--- src/rtl/reg_wr_arbiter.sv ---
// Round-robin write-port arbiter for a shared enable-gated register.
// Registered one-hot grant with optional bounded burst priority per requester.
module reg_wr_arbiter #(
   parameter int NREQ      = 4,
   parameter int WIDTH     = 4,
   parameter int MAX_BURST = 2
) (
   input  logic                    clk,
   input  logic                    rst,
   input  logic [NREQ-1:0]         req,
   input  logic [NREQ-1:0]         lock,
   input  logic [NREQ*WIDTH-1:0]   reqData,
   output logic [NREQ-1:0]         gnt,
   output logic                    writeEn,
   output logic [WIDTH-1:0]        inData
);

   localparam int PW = (NREQ > 1) ? $clog2(NREQ) : 1;
   localparam int CW = $clog2(MAX_BURST + 1);

   logic [PW-1:0]   ptr;
   logic [PW-1:0]   last;
   logic [CW-1:0]   burstCnt;
   logic [NREQ-1:0] elig;
   logic            burstOk;
   logic            holdBurst;
   logic            found;
   logic [PW-1:0]   winner;
   int              idx;

   function automatic logic [CW-1:0] satInc(input logic [CW-1:0] c);
      return (c >= CW'(MAX_BURST)) ? c : c + 1'b1;
   endfunction

   always_comb begin
      burstOk   = lock[last] && (burstCnt < CW'(MAX_BURST));
      holdBurst = gnt[last] && burstOk && req[last];
      elig      = req;
      found     = 1'b0;
      winner    = ptr;
      idx       = 0;
      // The requester just served loses its turn unless it is still within a locked burst.
      if (gnt[last] && !burstOk)
         elig[last] = 1'b0;
      if (holdBurst) begin
         found  = 1'b1;
         winner = last;
      end else begin
         for (int k = 0; k < NREQ; k++) begin
            idx = int'(ptr) + k;
            if (idx >= NREQ)
               idx = idx - NREQ;
            if (!found && elig[idx[PW-1:0]]) begin
               found  = 1'b1;
               winner = idx[PW-1:0];
            end
         end
      end
   end

   always_ff @(posedge clk) begin
      if (rst) begin
         gnt      <= '0;
         ptr      <= '0;
         last     <= '0;
         burstCnt <= '0;
      end else if (found) begin
         gnt      <= NREQ'(1) << winner;
         ptr      <= (winner == PW'(NREQ - 1)) ? '0 : winner + 1'b1;
         burstCnt <= gnt[winner] ? satInc(burstCnt) : CW'(1);
         last     <= winner;
      end else begin
         gnt      <= '0;
         burstCnt <= '0;
      end
   end

   // A cancelled grant (req low) still steers inData but never writes.
   assign writeEn = |(gnt & req);

   always_comb begin
      inData = '0;
      for (int i = 0; i < NREQ; i++)
         inData = inData | (reqData[i*WIDTH +: WIDTH] & {WIDTH{gnt[i]}});
   end

endmodule

--- config.mk ---
export PLATFORM = sky130hd
export DESIGN_NAME = reg_wr_arbiter
export DESIGN_NICKNAME = d
export VERILOG_FILES = /design/src/rtl/reg_wr_arbiter.sv
export SDC_FILE = /design/constraint.sdc
export NUM_CORES = 1
export LEC_CHECK = 0
export CORE_MARGIN = 5
export CORE_UTILIZATION = 41
export CTS_BUF_LIST = sky130_fd_sc_hd__clkbuf_4
export CTS_CLUSTER_DIAMETER = 80
export CTS_CLUSTER_SIZE = 12
export DETAILED_ROUTE_END_ITERATION = 12
export PLACE_DENSITY = 0.83
export RECOVER_POWER = 100
export SLEW_MARGIN = 10
export SYNTH_ARGS = -nofsm -noshare
export SYNTH_HDL_FRONTEND = slang
export SYNTH_SLANG_ARGS = --single-unit
--- constraint.sdc ---
create_clock -name clk -period 2 [get_ports clk]
set_input_delay 0.2 -clock clk [delete_from_list [all_inputs] [get_ports clk]]
set_output_delay 0.2 -clock clk [all_outputs]
set_load 0.01 [all_outputs]
==> reports/summary.txt, run 1 <==
run status - finished, violations left
violations in the final reports - negative setup slack
DRC violations left - 0
routed length per placed instance - 17.5 um
Layout Utilization - 0.751
DRC violation total after the first TritonRoute iteration - 62
number of synthesized register bits - 10
power density over cell area - 1080 nW/um^2
path class of the lowest-slack min-delay path - flop to flop
worst reg2reg path depth - 9
number of global-route vias before repair - 1,125
tightest slew margin relative to the limit - 0.740
Worst-path clk slew - 0.07 ns
vertical die dimension - 57.6 um
worst vdd rail ir drop - 1.10 mV
NumNets Final - 208
netlist area before placement - 930 sq um
post-synthesis sequential area ratio - 0.215
kind of start point of the critical path - flop
crit-path cells - nand3b_1 -> o21a_1 -> o311ai_2 -> o311ai_4 -> o21ai_2 -> inv_2 -> buf_4 -> o211ai_2 -> nor4bb_1
drt via density - 5.72
final worst-path setup slack - -0.265 ns
number of buffers on the longest clock path - 2
number of standard cells after synthesis - 111
Die X - 57.6 um
maximum number of pins on one net before global-route repair - 10
number of placement rows - 17
Yosys top cell by area - sky130_fd_sc_hd__dfxtp_1
Arrival @ worst endpoint - 2.44 ns
Die ar. - 3320 sq um
mean instance size in the synthesized netlist - 8.38 sq um
Area growth, synth to finish - 77.0%
PnR Total Power - 1780 uW
fraction of registers with async set or reset after synthesis - 0
Largest stage delay, worst path - 0.36 ns
number of violations of the max-capacitance limit - 0
post-synthesis net count - 139
core area - 2190 sq um
cell at the root of the clock tree - sky130_fd_sc_hd__clkbuf_4
n_diodes - 0
number of failing hold endpoints at the final stage - 0
number of buffers inserted during clock tree synthesis - 3
slew at the pin closest to its max-slew limit - 0.388 ns
endpoint required time on the critical path - 2.17 ns
share of cells above drive strength 1 - 0.374
First-pass DRT Iterations - 4
I/O Pins - 35
worst hold path startpoint - ptr[0]$_SDFFE_PP0N_
initial antenna violation count - 0
endpoint of the most critical register-to-register path - burstCnt[1]$_SDFFE_PP0P_
count of unique library cells instantiated by Yosys - 47
RD Place Congestion - 0.877
hold-fix buffers at CTS - 0
critical path's slowest cell - sky130_fd_sc_hd__dfxtp_2
Max FO, Critical Path - 5
total vias in the final route - 1,184
Crit Reg-Reg Startpoint - last[0]$_SDFFE_PP0N_
leakage power - 0.000699 uW
total global-route track usage - 0.207
post-detail-place hpwl - 2600 um
Synth warnings - 0
Clock H-tree levels - 1
port bufs - 34
post-route fraction of the period consumed by the critical path - 1.13
number of synthesized flops with an enable pin - 0
critical path class - flop to flop
antenna violation net count after detailed routing - 0
kind of end point of the critical path - flop
number of max-slew violations in the final report - 0
RSZ-0062 raised after global routing - yes
TritonCTS clock tree - built
global-route wire length before repair - 5410 um
TritonCTS Sinks - 10
post-route setup TNS - -1.35 ns
worst setup path endpoint - burstCnt[1]$_SDFFE_PP0P_
Final setup violation count - 10
post-detailed-routing wire length - 3620 um
register-to-register setup slack - -0.26 ns
proportion of netlist area held by the largest area contributor - 0.215
total congestion overflow after global routing - 0
clock latency on the worst-skew pair - 0.28 ns
top cells by area in the synthesized netlist - sky130_fd_sc_hd__dfxtp_1, sky130_fd_sc_hd__a22oi_1, sky130_fd_sc_hd__o21ai_2, sky130_fd_sc_hd__nand2_1, sky130_fd_sc_hd__nor2_1
Primary FF master, synth - sky130_fd_sc_hd__dfxtp_1
Fmax achieved - 442 MHz
Period minus WS final - 2.26 ns
CP startpoint - last[0]$_SDFFE_PP0N_
Clock Skew - 0.000803 ns
effective utilization at floorplan - 0.424
## power breakdown
| part | leakage, uW | switching [uW] | internal, uW |
|---|---|---|---|
| combinational | 0.000598 | 571 | 663 |
| clock | 0.0000154 | 80.7 | 72.6 |
| sequential | 0.0000862 | 109 | 286 |
| total | 0.000699 | 761 | 1020 |
## final cells by class
class                   instances  area [sq um]
clock buffers                   3          22.5
flip-flops and latches         10           216
fillers                       150           546
multi-input cells              88           717
repair buffers                 71           628
well taps                      28          35.0
inverters                       6          22.5
clock inverters                 1          3.75
## metrics by stage
step / hold WS (ns) / instances / cell area (sq um) / worst slack (ns)
2_1_floorplan: 0.265 / 111 / 997 / -0.0808
4_1_cts: 0.523 / 201 / 1580 / -0.139
3_3_place_gp: 0.507 / 194 / 1510 / -0.422
6_report: 0.536 / 207 / 1650 / -0.265
5_1_grt: 0.559 / 207 / 1650 / -0.373
3_5_place_dp: 0.514 / 194 / 1510 / -0.537
## cell usage in the layout, fill, tap and decap left out, drive strengths merged, types with 3 or more instances in the layout
cell and instances:
nor3 3, o211ai 3, a21oi 3, nor2 8, nand3 4, buf 37
a22oi 10, clkbuf 3, inv 6, o21a 3, clkdlybuf4s50 24, dlygate4sd3 9
o21ai 8, dfxtp 10, nand2 9
## synthesized netlist by cell type (all sizes together) (2+ instances only)
library cell  count
a211oi            2
a21o              2
a21oi             3
a22oi            10
and2b             2
buf               4
clkbuf            3
dfxtp            10
ha                2
inv               6
mux2i             2
nand2             9
nand3             4
nand3b            2
nand4             2
nor2              8
nor2b             2
nor3              3
nor3b             2
o211ai            3
o21a              3
o21ai             8
o311ai            2
## routing by layer
metal | global-route usage | part of all wire
met1 | 0.248 | 0.39
met2 | 0.355 | 0.48
met3 | 0.0490 | 0.11
met4 | 0.0828 | 0.022
met5 | 0 | 0
## state kept, by name (all words and copies together) (netlist names)
register / count
last: 2
burstCnt: 2
gnt: 4
ptr: 2
## worst max-delay path, delay by kind of cell, from the launching register on
family,cells,cell delay (ns)
flip-flops,1,0.36
AO/OA/AOI/OAI,5,0.99
buffers and inverters,2,0.24
AND/OR/NAND/NOR,2,0.57
## cells by family (layout without fill, tap and decap cells)
| logic type | after synthesis | after routing | synth area share |
|---|---|---|---|
| mux | 4 | 4 | 0.0579 |
| buf+inv | 13 | 81 | 0.0633 |
| simple gates | 40 | 40 | 0.231 |
| fa+ha+maj | 2 | 2 | 0.0269 |
| xor+xnor | 1 | 1 | 0.00942 |
| flops | 10 | 10 | 0.215 |
| compound gates | 41 | 41 | 0.396 |
## what timing repair did
action | 4_1_cts | 5_1_grt
resized for setup | 5 | 6
endpoints found under the setup margin | 10 | 10
setup buffers | 4 | 6
pin swaps | 6 | 5
## worst min-delay path by stage
stage / endpoint / slack (ns) / cells past startpoint
after floorplan: last[1]$_SDFFE_PP0N_ / 0.26 / 1
after global placement: ptr[0]$_SDFFE_PP0N_ / 0.51 / 2
after detailed placement: ptr[0]$_SDFFE_PP0N_ / 0.51 / 2
after CTS: ptr[0]$_SDFFE_PP0N_ / 0.52 / 2
after global routing: ptr[0]$_SDFFE_PP0N_ / 0.56 / 2
final: ptr[0]$_SDFFE_PP0N_ / 0.54 / 2
Note: power is estimated with default switching activity, not from simulation.
==> run 2, diff against run 1 <==
--- a/config.mk
+++ b/config.mk
@@ -11,7 +11,7 @@
 export CTS_CLUSTER_DIAMETER = 80
 export CTS_CLUSTER_SIZE = 12
 export DETAILED_ROUTE_END_ITERATION = 12
-export PLACE_DENSITY = 0.83
+export PLACE_DENSITY = 0.8
 export RECOVER_POWER = 100
 export SLEW_MARGIN = 10
 export SYNTH_ARGS = -nofsm -noshare
==> run 2 against run 1 <==
First-iteration DRC count decreased by 39%. Flip-flop and latch count unchanged. The flow still finishes with violations (negative setup slack). Sequential power decreased by 1%. Largest power group unchanged. Global-route usage decreased by 1.5 points. Critical endpoint is now ptr[0]$_SDFFE_PP0N_.
==> reports/summary.txt, run 2 (synthesized netlist as in run 1, its figures left out) <==
power share of the sequential group - 0.213 (-0.009)
post-route fraction of the period consumed by the critical path - 1.06 (-0.0724)
cell at the root of the clock tree - sky130_fd_sc_hd__clkbuf_4
Crit Reg-Reg Startpoint - burstCnt[1]$_SDFFE_PP0P_
total congestion overflow after global routing - 0 (unchanged)
n_diodes - 0 (unchanged)
Worst-path clk slew - 0.07 ns (about the same)
port bufs - 34 (unchanged)
hold-fix buffers at CTS - 0 (unchanged)
RD Place Congestion - 0.895 (+2.0%)
clock latency on the worst-skew pair - 0.27 ns (about the same)
Die X - 57.6 um (unchanged)
internal power consumption - 1080 uW (+5.2%)
worst hold path startpoint - ptr[0]$_SDFFE_PP0N_
net switching power of the design - 763 uW (+0.31%)
maximum number of pins on one net before global-route repair - 8 (-2)
worst reg2reg path depth - 9 (unchanged)
endpoint of the most critical register-to-register path - ptr[0]$_SDFFE_PP0N_
vertical die dimension - 57.6 um (unchanged)
PnR Total Power - 1840 uW (+3.1%)
register-to-register setup slack - -0.12 ns (+0.14 ns)
slew at the pin closest to its max-slew limit - 0.339 ns (-0.0486 ns)
Area growth, synth to finish - 82.1%
number of failing hold endpoints at the final stage - 0 (unchanged)
run status - finished, violations left
Max FO, Critical Path - 7 (+2)
share of cells above drive strength 1 - 0.402 (+0.0279)
path class of the lowest-slack min-delay path - flop to flop
endpoint required time on the critical path - 2.21 ns (+0.04 ns)
clock share of power - 0.084 (-0.002)
number of global-route vias before repair - 1,092 (-2.9%)
post-detailed-routing wire length - 3330 um (-8.0%)
DRC violations left - 0 (unchanged)
worst setup slack after placement - -0.410 ns (+0.128 ns)
TritonCTS clock tree - built
kind of end point of the critical path - flop
Clock H-tree levels - 1 (unchanged)
antenna violation net count after detailed routing - 0 (unchanged)
number of flip-flops in the largest register - 4 (unchanged)
Die ar. - 3320 sq um (unchanged)
effective utilization at floorplan - 0.424 (unchanged)
Fmax achieved - 472 MHz (+6.8%)
DRC violation total after the first TritonRoute iteration - 38 (-39%)
fraction of power consumed by combinational cells - 0.704 (+0.012)
most frequent cells in the layout - sky130_fd_sc_hd__buf_4, sky130_fd_sc_hd__clkdlybuf4s50_1, sky130_fd_sc_hd__a22oi_1
commonest non-fill, non-tap cell in the layout - sky130_fd_sc_hd__buf_4
tightest slew margin relative to the limit - 0.773 (+0.0325)
total vias in the final route - 1,157 (-2.3%)
number of violations of the max-capacitance limit - 0 (unchanged)
number of max-slew violations in the final report - 0 (unchanged)
I/O Pins - 35 (unchanged)
Period minus WS final - 2.12 ns (-0.145 ns)
TritonCTS Sinks - 10 (unchanged)
leakage power - 0.000691 uW (-1.2%)
final worst-path setup slack - -0.120 ns (+0.145 ns)
hold-critical path depth - 2 (unchanged)
global-route wire length before repair - 5030 um (-7.0%)
routed length per placed instance - 16.1 um (-8.0%)
worst vdd rail ir drop - 0.938 mV (-15%)
Final setup violation count - 7 (-3)
core area - 2190 sq um (unchanged)
post-route setup TNS - -0.447 ns (+0.903 ns)
kind of start point of the critical path - flop
number of buffers inserted during clock tree synthesis - 3 (unchanged)
total global-route track usage - 0.192 (-0.0152)
NumNets Final - 208 (unchanged)
initial antenna violation count - 0 (unchanged)
Endpoint, Worst Hold - ptr[0]$_SDFFE_PP0N_
critical path class - flop to flop
Clock Skew - 0.000713 ns (-0.0000898 ns)
power density over cell area - 1090 nW/um^2 (+0.23%)
CP startpoint - burstCnt[1]$_SDFFE_PP0P_
violations in the final reports - negative setup slack
number of buffers on the longest clock path - 2 (unchanged)
number of placement rows - 17 (unchanged)
RSZ-0062 raised after global routing - yes
drt via density - 5.59 (-2.3%)
Switching Share - 0.415 (-0.0116)
post-detail-place hpwl - 2500 um (-4.0%)
Arrival @ worst endpoint - 2.33 ns (-0.11 ns)
Reg with most FFs - gnt
First-pass DRT Iterations - 4 (unchanged)
run 2: cell types whose count changed in the layout (fill, tap and decap cells not counted), moves of 2 or more:
cell	previous run	this run
sky130_fd_sc_hd__buf_6	2	4
sky130_fd_sc_hd__buf_4	35	33
sky130_fd_sc_hd__o21ai_2	5	2
sky130_fd_sc_hd__o21ai_4	0	3
run 2: layout make-up:
class / instances / area, sq um
multi-input combinational: 88 / 762
timing repair buffer: 71 / 633
fill: 151 / 498
sequential: 10 / 214
tap: 28 / 35.0
clock buffer: 3 / 22.5
inverter: 6 / 22.5
clock inverter: 1 / 3.75
run 2: what timing repair did:
item / in CTS / in global routing
gates resized for setup: 15 / 4
pin swaps: 9 / 9
buffers inserted: 3 / 5
setup endpoints to repair: 10 / 10
hold endpoints to repair: 0 / 0
run 2: routing by layer:
metal / share of wire / up-vias / global-route usage
li1: - / 561 / -
met1: 0.39 / 531 / 0.208
met2: 0.49 / 61 / 0.363
met3: 0.11 / 4 / 0.0535
met4: 0.0060 / 0 / 0.0464
met5: 0 / - / 0
run 2: how the worst max path moves through the flow:
stage	slack, ns	depth (start not counted)	to
finish	-0.12	9	ptr[0]$_SDFFE_PP0N_
global route	-0.21	9	ptr[0]$_SDFFE_PP0N_
CTS	-0.10	9	ptr[0]$_SDFFE_PP0N_
detailed placement	-0.41	10	ptr[0]$_SDFFE_PP0N_
global placement	-0.34	10	ptr[0]$_SDFFE_PP0N_
floorplan	-0.08	10	ptr[0]$_SDFFE_PP0N_
run 2: power groups by stage:
stage	sequential, uW	clock, uW	combinational [uW]
after floorplan	356	0	679
after global placement	375	0	1090
after detailed placement	383	0	1130
after CTS	387	150	1240
after global routing	401	165	1390
final	391	154	1290
run 2: critical path, stage by stage (launching register included):
cell and delay [ns]:
sky130_fd_sc_hd__dfxtp_4 0.39, sky130_fd_sc_hd__and2b_1 0.21, sky130_fd_sc_hd__o21a_1 0.23, sky130_fd_sc_hd__o311ai_4 0.32, sky130_fd_sc_hd__o311ai_4 0.13, sky130_fd_sc_hd__o21ai_2 0.12, sky130_fd_sc_hd__inv_2 0.08, sky130_fd_sc_hd__ha_4 0.15
sky130_fd_sc_hd__or3_4 0.32, sky130_fd_sc_hd__a21oi_2 0.11
run 2: through the flow:
step                      cell area [sq um]  utilization  cells  hold slack [ns]
after floorplan                         997            -    111            0.265
after global placement                 1520        0.694    195            0.498
after detailed placement               1520        0.694    195            0.517
after CTS                              1640        0.749    202            0.532
after global routing                   1690        0.773    207            0.584
final                                  1690        0.773    207            0.540
